## src/rtl/hazard_stall_controller_if.sv

```systemverilog
// Pipeline-to-hazard-controller bundle: per-stage hazard inputs and the
// stage enable/bubble/flush controls driven back into the 5-stage pipe.
interface hazard_stall_controller_if;
    logic        MemRead_EX;
    logic [4:0]  RT_EX;
    logic [4:0]  RS_ID;
    logic [4:0]  RT_ID;
    logic        UseRT_ID;
    logic        BranchTaken_EX;
    logic        MemAccess_MEM;
    logic        MemReady;
    logic        HaltReq;
    logic        PCWrite;
    logic        IFIDWrite;
    logic        IFIDFlush;
    logic        IDEXWrite;
    logic        IDEXBubble;
    logic        EXMEMWrite;
    logic        MEMWBBubble;
    logic        HaltAck;
    logic        MemTimeout;
    logic [15:0] StallCount;
    logic [15:0] FreezeCount;

    modport master (
        output MemRead_EX, RT_EX, RS_ID, RT_ID, UseRT_ID, BranchTaken_EX,
               MemAccess_MEM, MemReady, HaltReq,
        input  PCWrite, IFIDWrite, IFIDFlush, IDEXWrite, IDEXBubble,
               EXMEMWrite, MEMWBBubble, HaltAck, MemTimeout, StallCount, FreezeCount
    );

    modport slave (
        input  MemRead_EX, RT_EX, RS_ID, RT_ID, UseRT_ID, BranchTaken_EX,
               MemAccess_MEM, MemReady, HaltReq,
        output PCWrite, IFIDWrite, IFIDFlush, IDEXWrite, IDEXBubble,
               EXMEMWrite, MEMWBBubble, HaltAck, MemTimeout, StallCount, FreezeCount
    );
endinterface

```

## src/rtl/hazard_stall_controller.sv

```systemverilog
// Stall/flush/freeze sequencer with halt-drain handshake for the 5-stage MIPS pipe.
// Define HAZARD_STATS_EN to build the StallCount/FreezeCount statistics counters.
module hazard_stall_controller #(
    parameter int DRAIN_CYCLES = 3,
    parameter int MEM_TIMEOUT  = 64
) (
    input  logic                      clk,
    input  logic                      reset,
    hazard_stall_controller_if.slave  bus
);
    localparam int WAIT_W  = (MEM_TIMEOUT > 0) ? $clog2(MEM_TIMEOUT + 1) : 1;
    localparam int DRAIN_W = (DRAIN_CYCLES > 1) ? $clog2(DRAIN_CYCLES) : 1;
    localparam logic [WAIT_W-1:0]  WAIT_MAX   = WAIT_W'(MEM_TIMEOUT);
    localparam logic [WAIT_W-1:0]  WAIT_LAST  = WAIT_W'((MEM_TIMEOUT > 0) ? MEM_TIMEOUT - 1 : 0);
    localparam logic [DRAIN_W-1:0] DRAIN_LAST = DRAIN_W'((DRAIN_CYCLES > 1) ? DRAIN_CYCLES - 1 : 0);

    typedef enum logic [1:0] {RUN, DRAIN, HALTED} state_t;

    state_t              state_q, state_d;
    logic [DRAIN_W-1:0]  drain_cnt_q, drain_cnt_d;
    logic [WAIT_W-1:0]   wait_cnt_q;
    logic                timed_out_q;
    logic                mem_timeout_q;

    logic mem_wait, freeze, loaduse;
    logic pc_write, ifid_write, ifid_flush, idex_write, idex_bubble, exmem_write, memwb_bubble;

    assign mem_wait = bus.MemAccess_MEM && !bus.MemReady;
    assign freeze   = mem_wait && !timed_out_q;
    assign loaduse  = bus.MemRead_EX && (bus.RT_EX != 5'd0) &&
                      ((bus.RT_EX == bus.RS_ID) || (bus.UseRT_ID && (bus.RT_EX == bus.RT_ID)));

    // NOTE: sequential state uses non-blocking assignments; reset is sampled on the clock edge only.
    always_ff @(posedge clk) begin
        if (!reset) begin
            state_q     <= RUN;
            drain_cnt_q <= '0;
        end else begin
            state_q     <= state_d;
            drain_cnt_q <= drain_cnt_d;
        end
    end

    // Once timed out, the counter sits at WAIT_MAX so timed_out_q holds until the wait ends.
    always_ff @(posedge clk) begin
        if (!reset) begin
            wait_cnt_q    <= '0;
            timed_out_q   <= 1'b0;
            mem_timeout_q <= 1'b0;
        end else if (MEM_TIMEOUT == 0 || !mem_wait) begin
            wait_cnt_q  <= '0;
            timed_out_q <= 1'b0;
        end else begin
            if (wait_cnt_q != WAIT_MAX) wait_cnt_q <= wait_cnt_q + 1'b1;
            if (wait_cnt_q == WAIT_LAST) begin
                timed_out_q   <= 1'b1;
                mem_timeout_q <= 1'b1;
            end
        end
    end

    // NOTE: every output of this block gets a default first so no latches are inferred.
    always_comb begin
        state_d      = state_q;
        drain_cnt_d  = drain_cnt_q;
        pc_write     = 1'b1;
        ifid_write   = 1'b1;
        ifid_flush   = 1'b0;
        idex_write   = 1'b1;
        idex_bubble  = 1'b0;
        exmem_write  = 1'b1;
        memwb_bubble = 1'b0;
        if (!reset) begin
            pc_write     = 1'b0;
            ifid_write   = 1'b0;
            ifid_flush   = 1'b1;
            idex_bubble  = 1'b1;
            memwb_bubble = 1'b1;
        end else if (freeze) begin
            pc_write     = 1'b0;
            ifid_write   = 1'b0;
            idex_write   = 1'b0;
            exmem_write  = 1'b0;
            memwb_bubble = 1'b1;
        end else begin
            unique case (state_q)
                RUN: begin
                    if (bus.HaltReq) begin
                        state_d     = DRAIN;
                        drain_cnt_d = '0;
                    end
                end
                DRAIN: begin
                    if (!bus.HaltReq)                 state_d = RUN;
                    else if (drain_cnt_q == DRAIN_LAST) state_d = HALTED;
                    else                              drain_cnt_d = drain_cnt_q + 1'b1;
                end
                HALTED: if (!bus.HaltReq) state_d = RUN;
                default: state_d = RUN;
            endcase
            // A taken branch still latches its target while draining; the flush covers any load-use.
            if (bus.BranchTaken_EX) begin
                ifid_flush  = 1'b1;
                idex_bubble = 1'b1;
            end else if (state_q != RUN || loaduse) begin
                pc_write    = 1'b0;
                ifid_write  = 1'b0;
                idex_bubble = 1'b1;
            end
        end
    end

    assign bus.PCWrite     = pc_write;
    assign bus.IFIDWrite   = ifid_write;
    assign bus.IFIDFlush   = ifid_flush;
    assign bus.IDEXWrite   = idex_write;
    assign bus.IDEXBubble  = idex_bubble;
    assign bus.EXMEMWrite  = exmem_write;
    assign bus.MEMWBBubble = memwb_bubble;
    assign bus.HaltAck     = reset && (state_q == HALTED);
    assign bus.MemTimeout  = reset && mem_timeout_q;

`ifdef HAZARD_STATS_EN
    logic [15:0] stall_cnt_q, freeze_cnt_q;
    logic        stall_hit;

    assign stall_hit = reset && !freeze && !bus.BranchTaken_EX && (state_q == RUN) && loaduse;

    always_ff @(posedge clk) begin
        if (!reset) begin
            stall_cnt_q  <= '0;
            freeze_cnt_q <= '0;
        end else begin
            if (stall_hit && stall_cnt_q != 16'hFFFF)   stall_cnt_q  <= stall_cnt_q + 1'b1;
            if (freeze && freeze_cnt_q != 16'hFFFF)     freeze_cnt_q <= freeze_cnt_q + 1'b1;
        end
    end

    assign bus.StallCount  = reset ? stall_cnt_q  : 16'h0000;
    assign bus.FreezeCount = reset ? freeze_cnt_q : 16'h0000;
`else
    assign bus.StallCount  = 16'h0000;
    assign bus.FreezeCount = 16'h0000;
`endif
endmodule

```

## src/flat_wrapper.sv

```systemverilog
// flat-port wrapper written by rule: the top's interface ports become plain ports
module hazard_stall_controller_flat 
#(
    parameter int DRAIN_CYCLES = 3,
    parameter int MEM_TIMEOUT  = 64
)
  (clk, reset, bus_MemRead_EX, bus_RT_EX, bus_RS_ID, bus_RT_ID, bus_UseRT_ID, bus_BranchTaken_EX, bus_MemAccess_MEM, bus_MemReady, bus_HaltReq, bus_PCWrite, bus_IFIDWrite, bus_IFIDFlush, bus_IDEXWrite, bus_IDEXBubble, bus_EXMEMWrite, bus_MEMWBBubble, bus_HaltAck, bus_MemTimeout, bus_StallCount, bus_FreezeCount);
  hazard_stall_controller_if bus_i ();
  input  logic clk;
  input  logic reset;
  input wire logic [$bits(bus_i.MemRead_EX)-1:0] bus_MemRead_EX;
  input wire logic [$bits(bus_i.RT_EX)-1:0] bus_RT_EX;
  input wire logic [$bits(bus_i.RS_ID)-1:0] bus_RS_ID;
  input wire logic [$bits(bus_i.RT_ID)-1:0] bus_RT_ID;
  input wire logic [$bits(bus_i.UseRT_ID)-1:0] bus_UseRT_ID;
  input wire logic [$bits(bus_i.BranchTaken_EX)-1:0] bus_BranchTaken_EX;
  input wire logic [$bits(bus_i.MemAccess_MEM)-1:0] bus_MemAccess_MEM;
  input wire logic [$bits(bus_i.MemReady)-1:0] bus_MemReady;
  input wire logic [$bits(bus_i.HaltReq)-1:0] bus_HaltReq;
  output wire logic [$bits(bus_i.PCWrite)-1:0] bus_PCWrite;
  output wire logic [$bits(bus_i.IFIDWrite)-1:0] bus_IFIDWrite;
  output wire logic [$bits(bus_i.IFIDFlush)-1:0] bus_IFIDFlush;
  output wire logic [$bits(bus_i.IDEXWrite)-1:0] bus_IDEXWrite;
  output wire logic [$bits(bus_i.IDEXBubble)-1:0] bus_IDEXBubble;
  output wire logic [$bits(bus_i.EXMEMWrite)-1:0] bus_EXMEMWrite;
  output wire logic [$bits(bus_i.MEMWBBubble)-1:0] bus_MEMWBBubble;
  output wire logic [$bits(bus_i.HaltAck)-1:0] bus_HaltAck;
  output wire logic [$bits(bus_i.MemTimeout)-1:0] bus_MemTimeout;
  output wire logic [$bits(bus_i.StallCount)-1:0] bus_StallCount;
  output wire logic [$bits(bus_i.FreezeCount)-1:0] bus_FreezeCount;
  assign bus_i.MemRead_EX = bus_MemRead_EX;
  assign bus_i.RT_EX = bus_RT_EX;
  assign bus_i.RS_ID = bus_RS_ID;
  assign bus_i.RT_ID = bus_RT_ID;
  assign bus_i.UseRT_ID = bus_UseRT_ID;
  assign bus_i.BranchTaken_EX = bus_BranchTaken_EX;
  assign bus_i.MemAccess_MEM = bus_MemAccess_MEM;
  assign bus_i.MemReady = bus_MemReady;
  assign bus_i.HaltReq = bus_HaltReq;
  assign bus_PCWrite = bus_i.PCWrite;
  assign bus_IFIDWrite = bus_i.IFIDWrite;
  assign bus_IFIDFlush = bus_i.IFIDFlush;
  assign bus_IDEXWrite = bus_i.IDEXWrite;
  assign bus_IDEXBubble = bus_i.IDEXBubble;
  assign bus_EXMEMWrite = bus_i.EXMEMWrite;
  assign bus_MEMWBBubble = bus_i.MEMWBBubble;
  assign bus_HaltAck = bus_i.HaltAck;
  assign bus_MemTimeout = bus_i.MemTimeout;
  assign bus_StallCount = bus_i.StallCount;
  assign bus_FreezeCount = bus_i.FreezeCount;
  hazard_stall_controller #(.DRAIN_CYCLES(DRAIN_CYCLES), .MEM_TIMEOUT(MEM_TIMEOUT)) u_core (.clk(clk), .reset(reset), .bus(bus_i));
endmodule
```

## config.mk

```make
export PLATFORM = sky130hd
export DESIGN_NAME = hazard_stall_controller_flat
export DESIGN_NICKNAME = d
export VERILOG_FILES = /design/src/rtl/hazard_stall_controller_if.sv /design/src/rtl/hazard_stall_controller.sv /design/src/flat_wrapper.sv
export SDC_FILE = /design/constraint.sdc
export NUM_CORES = 1
export LEC_CHECK = 0
export BUFFER_PORTS_ARGS = -buffer_cell sky130_fd_sc_hd__buf_2
export CORE_MARGIN = 10
export CORE_UTILIZATION = 42
export DETAILED_ROUTE_END_ITERATION = 8
export GPL_TIMING_DRIVEN = 1
export PLACE_DENSITY = 0.79
export SLEW_MARGIN = 20
export SYNTH_ARGS = -nofsm -noshare
export SYNTH_HDL_FRONTEND = slang
export SYNTH_SLANG_ARGS = --single-unit
```

## constraint.sdc

```tcl
create_clock -name clk -period 1.35 [get_ports clk]
set_input_delay 0.2025 -clock clk [delete_from_list [all_inputs] [get_ports clk]]
set_output_delay 0.2025 -clock clk [all_outputs]
set_load 0.02 [all_outputs]
```

* Word-level counts from Yosys, hierarchy flattened
Cells that the tools add are included.
** Word-level totals
- Bits in registers :: 13
** Operators by class
- Equality and inequality tests :: 12
- Bitwise logic cells :: 1
- Add/sub/neg operators :: 2
- Mux-type cells :: 24
- Reductions and logical operators :: 19
** Operators with widths (count)
- $mux 1 :: 15
- $mux 2 :: 7
- $eq 5x5->1 :: 2
- $ne 2x2->1 const B :: 4
- $add 7x1->7 const B :: 1
- $eq 7x6->1 const B :: 1
- $logic_and 1x1->1 :: 7
- $ne 7x7->1 const B :: 1
- $pmux 2 s3 :: 1
- $reduce_and 5->1 :: 1
- $reduce_bool 5->1 :: 1
- $eq 2x2->1 const B :: 2
- $pmux 2 s2 :: 1
- $reduce_and 2->1 :: 2
- $reduce_and 4->1 :: 1
- $reduce_bool 2->1 :: 2
- $ne 3x2->1 const B :: 1
- $add 2x1->2 const B :: 1
- $eq 2x1->1 const B :: 1
- $logic_not 1->1 :: 2
- $logic_not 2->1 :: 1
- $logic_or 1x1->1 :: 2
- $not 1->1 :: 1

* Logic depth before layout (Yosys ltp)
Gate-level depths: netlist of the first run.
- Depth in word-level cells :: 9
- Depth in mapped cells :: 7
- Mapped depth without buffers :: 7

* Worst setup path after synthesis of the first run
No wires, ideal clock.
- Path kind :: reg-to-output
- From :: reg u_core.timed_out_q
- To :: out bus_PCWrite
- Arrival :: 1.313 ns
- Cell stages (with the launch flop) :: 5
- Setup slack :: -0.166 ns
- Data required time :: 1.148 ns
- Path through :: dfxtp_1 > or3b_1 > nand2_1 > o21ba_1 > buf_4
** Between the ends
- Word-level cells in the longest chain between the ends :: 4
** RTL lines
- start: declaration :: line hazard_stall_controller.sv:22 : logic timed_out_q;
- start signal: assignment :: line hazard_stall_controller.sv:48 : timed_out_q <= 1'b0;
- start signal: assignment :: line hazard_stall_controller.sv:52 : timed_out_q <= 1'b0;
- start signal: assignment :: line hazard_stall_controller.sv:56 : timed_out_q <= 1'b1;
- $logic_not 1->1 :: line hazard_stall_controller.sv:29 : assign freeze = mem_wait && !timed_out_q;
- $logic_and 1x1->1 :: line hazard_stall_controller.sv:29
- $mux 1 (2 in series)
- end: declaration :: line flat_wrapper.sv:20 : output wire logic [$bits(bus_i.PCWrite)-1:0] bus_PCWrite;
Every way passes these cells.

* Worst setup path in the final report of the first run
- From :: reg u_core.timed_out_q
- To :: out bus_PCWrite
** Between the ends
- Word-level cells in the longest chain between the ends :: 4
** RTL lines
- $logic_not 1->1 :: line hazard_stall_controller.sv:29
- $logic_and 1x1->1 :: line hazard_stall_controller.sv:29
- $mux 1 :: line hazard_stall_controller.sv:79 : end else if (freeze) begin
- $mux 1 :: line hazard_stall_controller.sv:73 : if (!reset) begin
Every way passes these cells.

==> impl_metrics.ini, run 1 <==
[outcome]
status = finished, violations left
violations = setup timing

[logic_synthesis]
synth_cell_types = 30
synth_cells = 131
syn_area_um2 = 1030
yosysSeqAreaShare = 0.252
synth.avg_cell_area_um2 = 7.88
yosysWarnings = 0
yosys_register_bits = 13

[setup_path]
worstSetupStartpointType = flop
worstSetupStartpoint = u_core.timed_out_q
cp-endpoint = bus_PCWrite
crit_path_end_kind = primary output
r2r_cells = 7
r2r_slack_ps = 50
crit_path_max_fanout = 2
worstSetupPathType = reg2out
worstPathArrival_ps = 1330
reg2reg_to = u_core.drain_cnt_q[1]
worstPathRequired_ps = 1150
r2r_start = u_core.drain_cnt_q[0]

[final_layout]
multi_input_area_um2 = 731
utilization = 0.611
drive_gt1_frac = 0.363
register_area_um2 = 264
fin_nets = 195
areaGrowthSynthToFinish_pct = 34.7
mostFrequentLayoutCells = 32 x conb_1, 17 x buf_6, 12 x buf_2, 10 x dfxtp_1, 9 x xnor2_2
mostFrequentLayoutCell = conb_1
stdcell_area_um2 = 1390
fin_cells = 196
nFillCells = 193
n_antenna_cell = 0

[routing]
wl_per_cell_um = 14.1
via_count = 904
drt_iter0_markers = 33
routed_via_density = 4.61
drtAntennaViolNets = 0
drtPass1Iterations = 4
drc = 0
wl_um = 2760

[die]
ios = 64
die_h_um = 69.6
start_util = 0.454
die_x_um = 69.6
die_area_um2 = 4840
row_count = 17
fp.coreArea_um2 = 2280

[global_route]
grt_max_degree = 11
grt_pass1_vias = 941
grt_pass1_wl_um = 4340
grt_remaining_overflow = 0
gr-usage-all-layers = 0.106
antenna_found_initial = 0

[cts]
cts_buffers = 3
cts.sinks = 13
root_buffer = clkbuf_4
cts_tree = done
clk_pin_slew_ps = 80
clockBufferDepth = 2
cts_max_level = 1
clk-insertion-delay-late_ps = 270
hold_buffers = 0

[timing]
rsz0062_at_grt = true
hold_violations = 0
fin_skew_ps = 6.75
setup_ws_ps = -182
max_freq_mhz = 653
finalSetupViolCount = 4
slew_viol_final = 0
setup_tns_ps = -540
final.period_utilization = 1.13
final.min_clock_period_ps = 1530

[placement]
numPortBuffers = 31
dp_cells = 189
place_congestion = 0.754
place_hpwl_um = 2060
placed_area_um2 = 1110

[power]
leakagePower_uw = 0.000622
power_density_nw_per_um2 = 691
ir_worst_vdd_mv = 0.534

[run]
max_cap_viol_count = 0

[hold_path]
hold_path.class = in2reg
-- what timing repair did --
item | CTS | global route
endpoints found under the hold margin | 0 | 0
gates resized for setup | 37 | 12
setup buffers | 1 | 2
setup endpoints to repair | 6 | 14
pin swaps | 15 | 0
-- final cells by class --
cell class              count  area share
clock buffers               4      0.0189
inverters                   6      0.0162
multi-input cells         108       0.526
flip-flops and latches     13       0.190
well taps                  28      0.0252
repair buffers             37       0.224
-- metal layers --
metal | track usage | routed length (µm) | share of wire
met1 | 0.104 | 977 | 0.35
met2 | 0.188 | 1460 | 0.53
met3 | 0.0485 | 276 | 0.10
met4 | 0.0421 | 44 | 0.016
met5 | 0 | 0 | 0
-- stage by stage --
stage	power, µW	setup WS [ps]	hold WS [ps]
after floorplan	649	2.81	409
after global placement	635	-126	471
after detailed placement	642	-157	478
after CTS	939	-184	261
after global routing	1020	-227	260
final	961	-182	262
-- registers in the layout, indices dropped and copies added (netlist names) --
signal                flops
u_core.drain_cnt_q        2
u_core.wait_cnt_q         7
u_core.mem_timeout_q      1
u_core.timed_out_q        1
u_core.state_q            2
-- Yosys cell counts --
library cell,instances,area (µm²)
a21boi_0,2,15.0
a21oi_1,8,40.0
a311oi_1,1,8.76
a31oi_1,1,6.26
and2_1,1,6.26
and3b_1,1,8.76
buf_4,34,255
clkbuf_2,1,5.00
conb_1,1,3.75
dfxtp_1,13,260
ha_1,3,37.5
inv_1,6,22.5
nand2_1,7,26.3
nand2b_1,2,12.5
nand3_1,6,30.0
nand3b_1,1,7.51
nand4_1,1,6.26
nor2_1,9,33.8
nor2b_1,3,18.8
nor3_1,4,20.0
nor3b_1,2,15.0
nor4_1,1,6.26
o21ai_0,2,10.0
o21ba_1,1,10.0
o21bai_1,1,7.51
o22ai_1,1,6.26
or3_1,2,12.5
or3b_1,1,8.76
xnor2_1,13,114
xor2_1,2,17.5
-- critical path, stage by stage (launching register included) --
cell	delay, ps
dfxtp_2	320
or3b_4	390
nand2_4	70
o21ba_4	160
buf_6	130
-- report_power, final --
group | internal, µW | switching, µW
registers | 388 | 6.09
clock network | 114 | 120
logic | 143 | 190
total | 645 | 316
-- worst min-delay path by stage --
stage	startpoint	to	slack, ps	cells after the start
global route	bus_HaltReq	u_core.state_q[0]	260	3
finish	bus_HaltReq	u_core.state_q[0]	260	3
global placement	u_core.wait_cnt_q[6]	u_core.wait_cnt_q[6]	470	2
CTS	reset	u_core.state_q[1]	260	2
detailed placement	u_core.wait_cnt_q[6]	u_core.wait_cnt_q[6]	480	2
floorplan	bus_MemReady	u_core.state_q[0]	410	3
-- logic make-up (layout without fill, tap and decap cells) --
| group | Yosys count | count (layout) | share of synthesized area |
|---|---|---|---|
| AO/OA/AOI/OAI | 17 | 17 | 0.101 |
| flip-flops | 13 | 13 | 0.252 |
| other | 1 | 32 | 0.00363 |
| AND/OR/NAND/NOR | 41 | 41 | 0.206 |
| adder cells (fa/ha/maj) | 3 | 3 | 0.0364 |
| XOR/XNOR | 15 | 15 | 0.127 |
| buffers and inverters | 41 | 47 | 0.274 |
No activity file was read; power rests on OpenSTA's default activity.
==> inputs of run 2 (changes only) <==
--- a/config.mk
+++ b/config.mk
@@ -10,7 +10,7 @@
 export CORE_UTILIZATION = 42
 export DETAILED_ROUTE_END_ITERATION = 8
 export GPL_TIMING_DRIVEN = 1
-export PLACE_DENSITY = 0.79
+export PLACE_DENSITY = 0.84
 export SLEW_MARGIN = 20
 export SYNTH_ARGS = -nofsm -noshare
 export SYNTH_HDL_FRONTEND = slang
==> run 2 against run 1 <==
Net effect:
- sequential share of layout area up 0.89 points
- hold slack worse by 8.9 ps
- highest routed layer unchanged
- largest cell class unchanged
- setup slack worse by 21 ps
- critical path type unchanged
- total power down 0.99%
- non-clock buffer count down 3
- clock-buffer cell count unchanged
- first-iteration DRC count down 52%
- critical path depth unchanged
- the flow still finishes with violations (setup timing)
- clock power up 3%
- flip-flop and latch count unchanged
- die area unchanged
- routed wire length down 1.4%
==> impl_metrics.ini, run 2 (synthesis gave the netlist of run 1 again) <==
[die]
row_count = 17
die_x_um = 69.6
die_h_um = 69.6
die_area_um2 = 4840
fp.coreArea_um2 = 2280
ios = 64
start_util = 0.454

[final_layout]
max_flop_register = u_core.wait_cnt_q
nFillCells = 205
reg_top3 = u_core.wait_cnt_q (7), u_core.drain_cnt_q (2), u_core.state_q (2)
fin_nets = 192
mostFrequentLayoutCell = conb_1
stdcell_area_um2 = 1320
register_area_um2 = 263
multi_input_area_um2 = 704
areaGrowthSynthToFinish_pct = 28.0
drive_gt1_frac = 0.327
n_antenna_cell = 0
mostFrequentLayoutCells = 32 x conb_1, 15 x buf_2, 14 x buf_6, 11 x dfxtp_1, 9 x xnor2_2
largest_reg_flops = 7

[setup_path]
r2r_start = u_core.drain_cnt_q[0]
crit_path_end_kind = primary output
worstSetupStartpointType = flop
worstSetupPathType = reg2out
reg2reg_to = u_core.drain_cnt_q[1]
cp_cell_sequence = or3b_4 -> nand2_2 -> o21ba_4 -> buf_6
critPathMaxStageDelay_ps = 380
worstPathArrival_ps = 1350
crit_slowest_cell = or3b_4
worstPathRequired_ps = 1150
r2r_slack_ps = 70
crit_path_max_fanout = 2
r2r_cells = 7

[global_route]
gr-usage-all-layers = 0.104
grt_pass1_vias = 917
use_met2 = 0.184
met1_usage = 0.101
grt_remaining_overflow = 0
met3_usage = 0.0585
grt_pass1_wl_um = 4240
grt_max_degree = 11
top_usage_layer = met2
antenna_found_initial = 0

[cts]
cts_tree = done
clockBufferDepth = 2
cts_buffers = 3
clk_pin_slew_ps = 80
cts_max_level = 1
hold_buffers = 0
cts_setup_buffers = 0
root_buffer = clkbuf_4
clk-insertion-delay-late_ps = 280
cts.sinks = 13

[hold_path]
hold_path.class = in2reg
hp-start = reset
holdPathEnd = u_core.state_q[0]
whs_path_depth = 2

[routing]
drt_iter0_markers = 16
drc = 0
via_count = 857
drtAntennaViolNets = 0
wl_per_cell_um = 14.1
routed_via_density = 4.44
drtPass1Iterations = 4
wl_um = 2720

[timing]
max_freq_mhz = 644
worst_hold_slack_ps = 253
final.min_clock_period_ps = 1550
final.period_utilization = 1.15
fin_skew_ps = 4.06
finalSetupViolCount = 4
slew_viol_final = 0
hold_violations = 0
rsz0062_at_grt = true
setup_ws_ps = -203

[placement]
numPortBuffers = 31
placed_area_um2 = 1110
place_congestion = 0.840
place_ws_ps = -232
place_hpwl_um = 2050

[outcome]
violations = setup timing
status = finished, violations left

[power]
p_total_uw = 951
power_density_nw_per_um2 = 720
leakagePower_uw = 0.000591
ir_worst_vdd_mv = 0.732

[run]
max_cap_viol_count = 0
[run 2: power by group]
group	internal [µW]	total, µW	switching, µW	leakage, µW
Clock	115	242	128	0.0000150
Combinational	129	315	186	0.000470
Sequential	388	394	6.04	0.000106
Total	631	951	320	0.000591
[run 2: what timing repair did]
item	4_1_cts	5_1_grt
setup endpoints to repair	6	9
pin swaps	15	1
resized for setup	37	2
hold endpoints to repair	0	0
gates cloned	0	0
[run 2: worst max path at each step]
stage                            start  cells after the start       endpoint
floorplan           u_core.timed_out_q                      4    bus_PCWrite
global placement          bus_RT_EX[4]                      7  bus_IFIDWrite
detailed placement        bus_RT_EX[4]                      7    bus_PCWrite
CTS                 u_core.timed_out_q                      4    bus_PCWrite
global route        u_core.timed_out_q                      4  bus_IFIDWrite
finish              u_core.timed_out_q                      4    bus_PCWrite
[run 2: per-layer routing]
layer	wire [µm]	vias to the layer above
li1	-	435
met4	60	0
met1	972	374
met5	0	-
met2	1390	42
met3	292	6
[run 2: cell type report]
cell class	count	area share
Inverter	6	0.0170
Clock buffer	4	0.0199
Timing Repair Buffer	34	0.205
Tap cell	28	0.0265
Sequential cell	13	0.199
Multi-Input combinational cell	108	0.533
[run 2: worst max-delay path: cells and delay by family (launching register included)]
| kind | cells | cell delay (ps) |
|---|---|---|
| AND/OR/NAND/NOR | 2 | 460 |
| flip-flops | 1 | 320 |
| AO/OA/AOI/OAI | 1 | 160 |
| buffers and inverters | 1 | 130 |
[run 2: through the flow]
step,instances,setup TNS [ps],util
floorplan,162,0,-
global placement,189,-407,0.488
detailed placement,189,-595,0.488
CTS,193,-513,0.577
global route,193,-955,0.581
finish,193,-579,0.581
==> inputs of run 3 (changes only) <==
--- a/config.mk
+++ b/config.mk
@@ -6,7 +6,6 @@
 export NUM_CORES = 1
 export LEC_CHECK = 0
 export BUFFER_PORTS_ARGS = -buffer_cell sky130_fd_sc_hd__buf_2
-export CORE_MARGIN = 10
 export CORE_UTILIZATION = 42
 export DETAILED_ROUTE_END_ITERATION = 8
 export GPL_TIMING_DRIVEN = 1
==> run 3 against run 2 <==
Net effect:
- the flow still finishes with violations (setup timing)
- flip-flop and latch count unchanged
- sequential share of layout area about the same
- clock skew decreased by 2.5 ps
- critical endpoint unchanged
==> impl_metrics.ini, run 3 (synthesis gave the netlist of run 1 again) <==
[run]
max_cap_viol_count = 0

[routing]
wl_per_cell_um = 13.0
drt_iter0_markers = 33
drc = 0
routed_via_density = 4.72
wl_um = 2550
drtPass1Iterations = 4
drtAntennaViolNets = 0
via_count = 925

[final_layout]
mostFrequentLayoutCell = conb_1
drive_gt1_frac = 0.357
n_antenna_cell = 0
areaGrowthSynthToFinish_pct = 28.1
fin_nets = 195
nFillCells = 184
utilization = 0.587
mostFrequentLayoutCells = 32 x conb_1, 22 x buf_2, 11 x dfxtp_1, 8 x nor2_1, 8 x buf_4
largest_reg_flops = 7
max_flop_register = u_core.wait_cnt_q
reg_top3 = u_core.wait_cnt_q (7), u_core.drain_cnt_q (2), u_core.state_q (2)

[global_route]
grt_pass1_wl_um = 3190
grt_remaining_overflow = 0
antenna_found_initial = 0
grt_max_degree = 11
gr-usage-all-layers = 0.164
grt_pass1_vias = 734

[power]
power_density_nw_per_um2 = 731
pwr-share-clk = 0.273
switching_power_uw = 341
p_comb_frac = 0.320
cellInternalPower_uw = 626
leakagePower_uw = 0.000585
p_sw_frac = 0.352
p_seq_frac = 0.407
ir_worst_vdd_mv = 0.486

[cts]
cts.sinks = 13
cts_tree = done
clk-insertion-delay-late_ps = 300
cts_max_level = 1
root_buffer = clkbuf_4
clk_pin_slew_ps = 80
hold_buffers = 0
clockBufferDepth = 2
cts_buffers = 3

[die]
ios = 64
die_h_um = 51.6
fp.coreArea_um2 = 2250
row_count = 17
die_area_um2 = 2660
start_util = 0.458
die_x_um = 51.6

[timing]
setup_ws_ps = -247
fin_skew_ps = 1.56
rsz0062_at_grt = true
hold_violations = 0
final.min_clock_period_ps = 1600
max_freq_mhz = 626
slew_viol_final = 0
final.period_utilization = 1.18
finalSetupViolCount = 4
setup_tns_ps = -821

[setup_path]
crit_slowest_cell = xnor2_1
worstPathArrival_ps = 1390
cp_cell_sequence = buf_2 -> xnor2_1 -> nand3_1 -> o22ai_2 -> a311oi_2 -> o21ba_4 -> buf_6
crit_path_max_fanout = 3
worstPathRequired_ps = 1150
worstSetupStartpointType = input pin
critPathMaxStageDelay_ps = 240
crit_path_end_kind = primary output
worstSetupPathType = in2out

[placement]
place_hpwl_um = 1410
place_congestion = 0.821
numPortBuffers = 31

[outcome]
status = finished, violations left
violations = setup timing

[hold_path]
hold_path.class = in2reg
-- run 3: area by class of cell --
cell class,instances,area [µm²],share of cell area
multi-input combinational,108,718,0.543
sequential,13,263,0.199
timing repair buffer,37,258,0.195
tap,28,35.0,0.0265
clock buffer,4,26.3,0.0199
inverter,6,22.5,0.0170
-- run 3: path summary, 6_finish.rpt --
kind                         start                     to  slack (ps)  cells past startpoint
max                   bus_RT_EX[0]            bus_PCWrite        -250                      7
min                          reset  u_core.drain_cnt_q[0]         240                      2
max reg2reg     u_core.timed_out_q      u_core.state_q[1]          30                      4
min reg2reg  u_core.drain_cnt_q[0]  u_core.drain_cnt_q[0]         520                      2
-- run 3: worst max-delay path, delay by kind of cell --
family / cells / cell delay, ps
buf+inv: 2 / 260
compound gates: 3 / 550
xor+xnor: 1 / 240
simple gates: 1 / 130
-- run 3: power by group through the flow --
stage                     Combinational, µW  Clock [µW]  Sequential (µW)
after floorplan                         248           0              401
after global placement                  236           0              402
after detailed placement                238           0              402
after CTS                               265         248              393
after global routing                    329         275              395
final                                   310         264              394
-- run 3: repair_timing --
item / CTS / global route
setup buffers: 3 / 1
resized for setup: 13 / 26
pin swaps: 9 / 12
setup endpoints to repair: 4 / 13
-- run 3: layer usage --
metal  global-route usage  routed length [µm]  vias up  share of wire
li1                     -                   -      444              -
met1                0.208                 965      413           0.38
met2                0.260                1320       62           0.52
met3               0.0205                 168        6          0.066
met4                0.108                  99        0          0.039
met5                    0                   0        -              0
-- run 3: stage by stage --
stage	power (µW)	hold WS (ps)	cell area, µm²	instances	worst slack [ps]
final	967	236	1320	196	-247
after CTS	905	259	1210	196	-179
after detailed placement	640	468	1110	189	-164
after floorplan	649	409	1160	162	2.81
after global routing	999	246	1320	196	-261
after global placement	638	461	1110	189	-127
